### src/rtl/param_sync_fifo_pkg.sv
// Shared defaults and the occupancy-counter width helper for param_sync_fifo.
package param_sync_fifo_pkg;

   localparam int DEFAULT_DATA_W = 8;
   localparam int DEFAULT_DEPTH  = 16;

   // The counter needs one extra bit so it can represent a completely full FIFO (0..DEPTH).
   function automatic int count_width(input int depth);
      return $clog2(depth) + 1;
   endfunction

endpackage

### src/rtl/param_sync_fifo_mem.sv
// DEPTH x DATA_W storage for param_sync_fifo: one synchronous write port, one asynchronous read port.
module fifo_mem
   import param_sync_fifo_pkg::*;
#(
   parameter int DATA_W = DEFAULT_DATA_W,
   parameter int DEPTH  = DEFAULT_DEPTH,
   parameter int ADDR_W = $clog2(DEPTH)
) (
   input  logic              clk,
   input  logic              write_en,
   input  logic [ADDR_W-1:0] write_addr,
   input  logic [DATA_W-1:0] write_data,
   input  logic [ADDR_W-1:0] read_addr,
   output logic [DATA_W-1:0] read_data
);

   logic [DATA_W-1:0] mem [DEPTH];

   // Contents are deliberately left untouched by reset.
   always_ff @(posedge clk) begin
      if (write_en) begin
         mem[write_addr] <= write_data;
      end
   end

   assign read_data = mem[read_addr];

endmodule

### src/rtl/param_sync_fifo.sv
// Parameterised single-clock FIFO with occupancy/threshold flags and sticky error flags.
// Define PARAM_SYNC_FIFO_FWFT_EN for first-word-fall-through output; otherwise reads have one cycle of latency.
module param_sync_fifo
   import param_sync_fifo_pkg::*;
#(
   parameter int DATA_W    = DEFAULT_DATA_W,
   parameter int DEPTH     = DEFAULT_DEPTH,
   parameter int AF_THRESH = DEPTH - 2,
   parameter int AE_THRESH = 2
) (
   input  logic                          clk,
   input  logic                          reset,
   input  logic                          write_en,
   input  logic [DATA_W-1:0]             data_in,
   input  logic                          read_en,
   output logic [DATA_W-1:0]             data_out,
   output logic                          valid_out,
   output logic                          empty,
   output logic                          full,
   output logic                          almost_empty,
   output logic                          almost_full,
   output logic [count_width(DEPTH)-1:0] count,
   output logic                          overflow,
   output logic                          underflow
);

   localparam int PTR_W = $clog2(DEPTH);
   localparam int CNT_W = count_width(DEPTH);

   logic [PTR_W-1:0]  wr_ptr_reg;
   logic [PTR_W-1:0]  rd_ptr_reg;
   logic [CNT_W-1:0]  count_reg;
   logic [CNT_W-1:0]  count_next;
   logic              overflow_reg;
   logic              underflow_reg;
   logic              wr_accept;
   logic              rd_accept;
   logic [DATA_W-1:0] rd_data;

   assign empty        = (count_reg == '0);
   assign full         = (count_reg == CNT_W'(DEPTH));
   assign almost_full  = (count_reg >= CNT_W'(AF_THRESH));
   assign almost_empty = (count_reg <= CNT_W'(AE_THRESH));
   assign count        = count_reg;
   assign overflow     = overflow_reg;
   assign underflow    = underflow_reg;

   // Reset wins over any concurrent request, so nothing is stored or popped on a reset edge.
   assign wr_accept = write_en && !full  && !reset;
   assign rd_accept = read_en  && !empty && !reset;

   always_comb begin
      count_next = count_reg;
      case ({wr_accept, rd_accept})
         2'b10:   count_next = count_reg + CNT_W'(1);
         2'b01:   count_next = count_reg - CNT_W'(1);
         default: count_next = count_reg;
      endcase
   end

   always_ff @(posedge clk) begin
      if (reset) begin
         wr_ptr_reg    <= '0;
         rd_ptr_reg    <= '0;
         count_reg     <= '0;
         overflow_reg  <= 1'b0;
         underflow_reg <= 1'b0;
      end else begin
         count_reg <= count_next;
         if (wr_accept) begin
            wr_ptr_reg <= wr_ptr_reg + PTR_W'(1);
         end
         if (rd_accept) begin
            rd_ptr_reg <= rd_ptr_reg + PTR_W'(1);
         end
         if (write_en && full) begin
            overflow_reg <= 1'b1;
         end
         if (read_en && empty) begin
            underflow_reg <= 1'b1;
         end
      end
   end

   fifo_mem #(
      .DATA_W (DATA_W),
      .DEPTH  (DEPTH),
      .ADDR_W (PTR_W)
   ) u_mem (
      .clk        (clk),
      .write_en   (wr_accept),
      .write_addr (wr_ptr_reg),
      .write_data (data_in),
      .read_addr  (rd_ptr_reg),
      .read_data  (rd_data)
   );

`ifdef PARAM_SYNC_FIFO_FWFT_EN
   // The head entry is always visible; a read pops exactly what is shown this cycle.
   assign data_out  = rd_data;
   assign valid_out = !empty;
`else
   logic [DATA_W-1:0] data_out_reg;
   logic              valid_out_reg;

   always_ff @(posedge clk) begin
      if (reset) begin
         data_out_reg  <= '0;
         valid_out_reg <= 1'b0;
      end else begin
         valid_out_reg <= rd_accept;
         if (rd_accept) begin
            data_out_reg <= rd_data;
         end
      end
   end

   assign data_out  = data_out_reg;
   assign valid_out = valid_out_reg;
`endif

endmodule

### config.mk
export PLATFORM = sky130hd
export DESIGN_NAME = param_sync_fifo
export DESIGN_NICKNAME = d
export VERILOG_FILES = /design/src/rtl/param_sync_fifo_pkg.sv /design/src/rtl/param_sync_fifo_mem.sv /design/src/rtl/param_sync_fifo.sv
export SDC_FILE = /design/constraint.sdc
export NUM_CORES = 1
export LEC_CHECK = 0
export BUFFER_PORTS_ARGS = -buffer_cell sky130_fd_sc_hd__buf_2
export CAP_MARGIN = 30
export CORE_MARGIN = 2
export CORE_UTILIZATION = 50
export DETAILED_ROUTE_END_ITERATION = 7
export GPL_TIMING_DRIVEN = 0
export PLACE_DENSITY = 0.78
export SLEW_MARGIN = 25
export SYNTH_ARGS = -nofsm -noshare
export SYNTH_HDL_FRONTEND = slang
export SYNTH_SLANG_ARGS = --single-unit
export TNS_END_PERCENT = 1
### constraint.sdc
create_clock -name clk -period 9.2 [get_ports clk]
set_clock_uncertainty 0.2 [all_clocks]
set_input_delay 1.84 -clock clk [delete_from_list [all_inputs] [get_ports clk]]
set_output_delay 1.84 -clock clk [all_outputs]
set_load 0.01 [all_outputs]
==> metrics.txt <==
status complete, no violations; hold_buf cts 0; post-synthesis average cell area 15.8 µm²; initial core utilization 0.512; post-layout net count 459; met2 wire length 6.62 mm; Num CTS Buffers 17; max-slew violations 0; Warnings, synthesis 0; initial DRC count 357; Arrival @ worst endpoint 4.59 ns; area of the multi-input gates 1660 µm²; Placed Area 6470 µm²; drt pass-1 iters 5; final hold vios 0; FF+latch area 4320 µm²; area of the core 12,000 µm²; Fillers 852; # rows 40; Yosys top cell area share 0.628; Root Driver clkbuf_16; CP endpoint kind register; drt total wl 12.8 mm; RSZ-0062 raised after global routing false; pwr/cell area 231 nW/µm²; CTS tree yes; Tmin final 4.48 ns; Total GRT Usage 0.204; Max Freq 223 MHz; flops & latches, synth 152; top sig layer met4; largest family of logic cells by synthesized area multiplexers; top cells by area, synth edfxtp_1 63%, dfxtp_1 7.8%, mux2i_1 7.2%; Cell variety after synth 37; setup TNS 0 ns; Post-Synthesis Cell Area 6120 µm²; Top-Level Pins 32; leading cell type in the layout, fill and taps excluded edfxtp_1; Vias per Instance 5.89; grt total ovfl 0; WL/cell 21.5 µm; R2R Setup Slk 5.86 ns; Worst IR Drop VDD 0.154 mV; # DRC 0; Total Die Area 13,100 µm²; xor/xnor share of the synthesized area 0.0114; area grow syn2layout 15.6%; Compound-Gate Fraction of Synth Area 0.0495; fin crit share 0.487; Worst Hold Path Cells 2; GP Congestion 0.821; number of diodes 0; pin count of the biggest net entering global routing 17; commonest cells after routing, fill and taps aside 128 x edfxtp_1, 44 x mux2i_1, 42 x nor2_1; worst-path maximum fanout 10; first-pass GRT wire length 19.3 mm; met3 WL post-DR 847 µm; Crit Path Class in -> reg; Die Width 115 µm; CP Launch Type input pin; routed via count 3,517; Worst Hold Class reg -> reg; number of flops mapped to enable cells by yosys 128; antenna violations before repair 0; WHS Endpoint overflow; Slew Limit Headroom 0.387; hpwl dp 8.22 mm; Slew @ Worst Pin 0.916 ns; Longest Clk Path Bufs 2; post-CTS setup repair buffer count 0; count of final setup violators 0; Final ANT Viol Nets 0; vias in the first global route 3,476; clock sinks 152; leading area contributor after synthesis edfxtp_1; number of flip-flops in the largest register 128; PortBufs 30; Reg2Reg Depth 10; clk slew on worst S/H paths 0.06 ns; Synth Area in Adders 0.0217; CTS resizes 0; share of cells above drive strength 1 0.191; Die Ht 115 µm; Syn Inst Count 388; htree depth 4; part of the Yosys area used for sequential elements 0.706; multiplexer share of the synthesized area 0.119; wl on met1 5.09 mm; max cap viols 0; Synthesized Nets 410; worst r2r src count[1]; Post-synth ARST share 0; top_reg_cell synth edfxtp_1; post-synthesis simple-gate area fraction 0.0666; fin area 7070 µm²; worst skew pair latency 0.42 ns; min-delay src overflow; FF-to-FF End count[4]; static leakage power 2.37 nW; Worst Path Required 9.31 ns
kinds of logic (layout without fill, tap and decap cells):
group	Yosys count	after routing
AND/OR/NAND/NOR	86	86
buffers and inverters	31	93
adder cells (fa/ha/maj)	10	10
XOR/XNOR	8	8
multiplexers	56	56
AO/OA/AOI/OAI	45	45
flip-flops	152	152
per-stage QoR:
step	total power [mW]	util	worst slack, ns	cells	hold slack (ns)
detailed placement	0.943	0.541	4.36	565	0.257
finish	1.63	0.591	4.72	597	0.262
CTS	1.63	0.591	4.77	597	0.270
global route	1.68	0.591	4.62	597	0.305
global placement	0.939	0.540	4.51	565	0.247
floorplan	0.886	-	4.86	388	0.302
critical path: stages:
cell and delay, ns:
clkbuf_1 0.31, clkbuf_1 0.46, nor3_1 0.11, ha_1 0.28, ha_1 0.32, nor2b_1 0.16
o21ai_0 0.28, a21oi_1 0.14, or3b_1 0.41, mux2_2 0.29
cell type report:
cell class | count | share of cell area
multi-input cells | 205 | 0.235
repair buffers | 30 | 0.0212
clock buffers | 20 | 0.0632
well taps | 147 | 0.0260
inverters | 10 | 0.00531
flip-flops and latches | 152 | 0.611
clock inverters | 12 | 0.0214
plain buffers | 21 | 0.0170
synthesized netlist by cell type, types with 2 or more instances:
cell	n
ha_1	9
inv_1	10
a22oi_1	3
nand2_1	13
clkbuf_1	5
mux4_2	4
dfxtp_1	24
buf_2	9
nand3_1	3
or3b_1	2
nand4_1	2
edfxtp_1	128
buf_6	3
xor2_1	5
a21oi_1	9
and2_1	2
a311oi_1	8
o22ai_1	21
mux4_1	7
buf_1	2
nand2b_1	2
mux2i_1	44
nor2_1	42
buf_4	2
xnor2_1	3
nor3_1	12
nor2b_1	4
power breakdown:
part	leakage (nW)	switching, mW	internal, mW	total [mW]
logic	0.736	0.0938	0.0612	0.155
registers	1.35	0.0138	0.764	0.777
clock network	0.290	0.269	0.432	0.701
total	2.37	0.376	1.26	1.63
how the worst max path moves through the flow:
| stage | from | end | slack (ns) | cells after the start |
|---|---|---|---|---|
| 6_report | reset | count[4] | 4.72 | 10 |
| 5_1_grt | reset | count[4] | 4.62 | 10 |
| 4_1_cts | reset | count[4] | 4.77 | 10 |
| 3_5_place_dp | reset | count[4] | 4.36 | 10 |
| 3_3_place_gp | reset | count[4] | 4.51 | 10 |
| 2_1_floorplan | reset | count[4] | 4.86 | 10 |
layer usage:
metal / vias to the layer above / GRT usage
li1: 1590 / -
met2: 140 / 0.349
met4: 0 / 0.0797
met3: 23 / 0.0498
met5: - / 0
met1: 1764 / 0.250
Note: power is estimated with default switching activity, not from simulation.
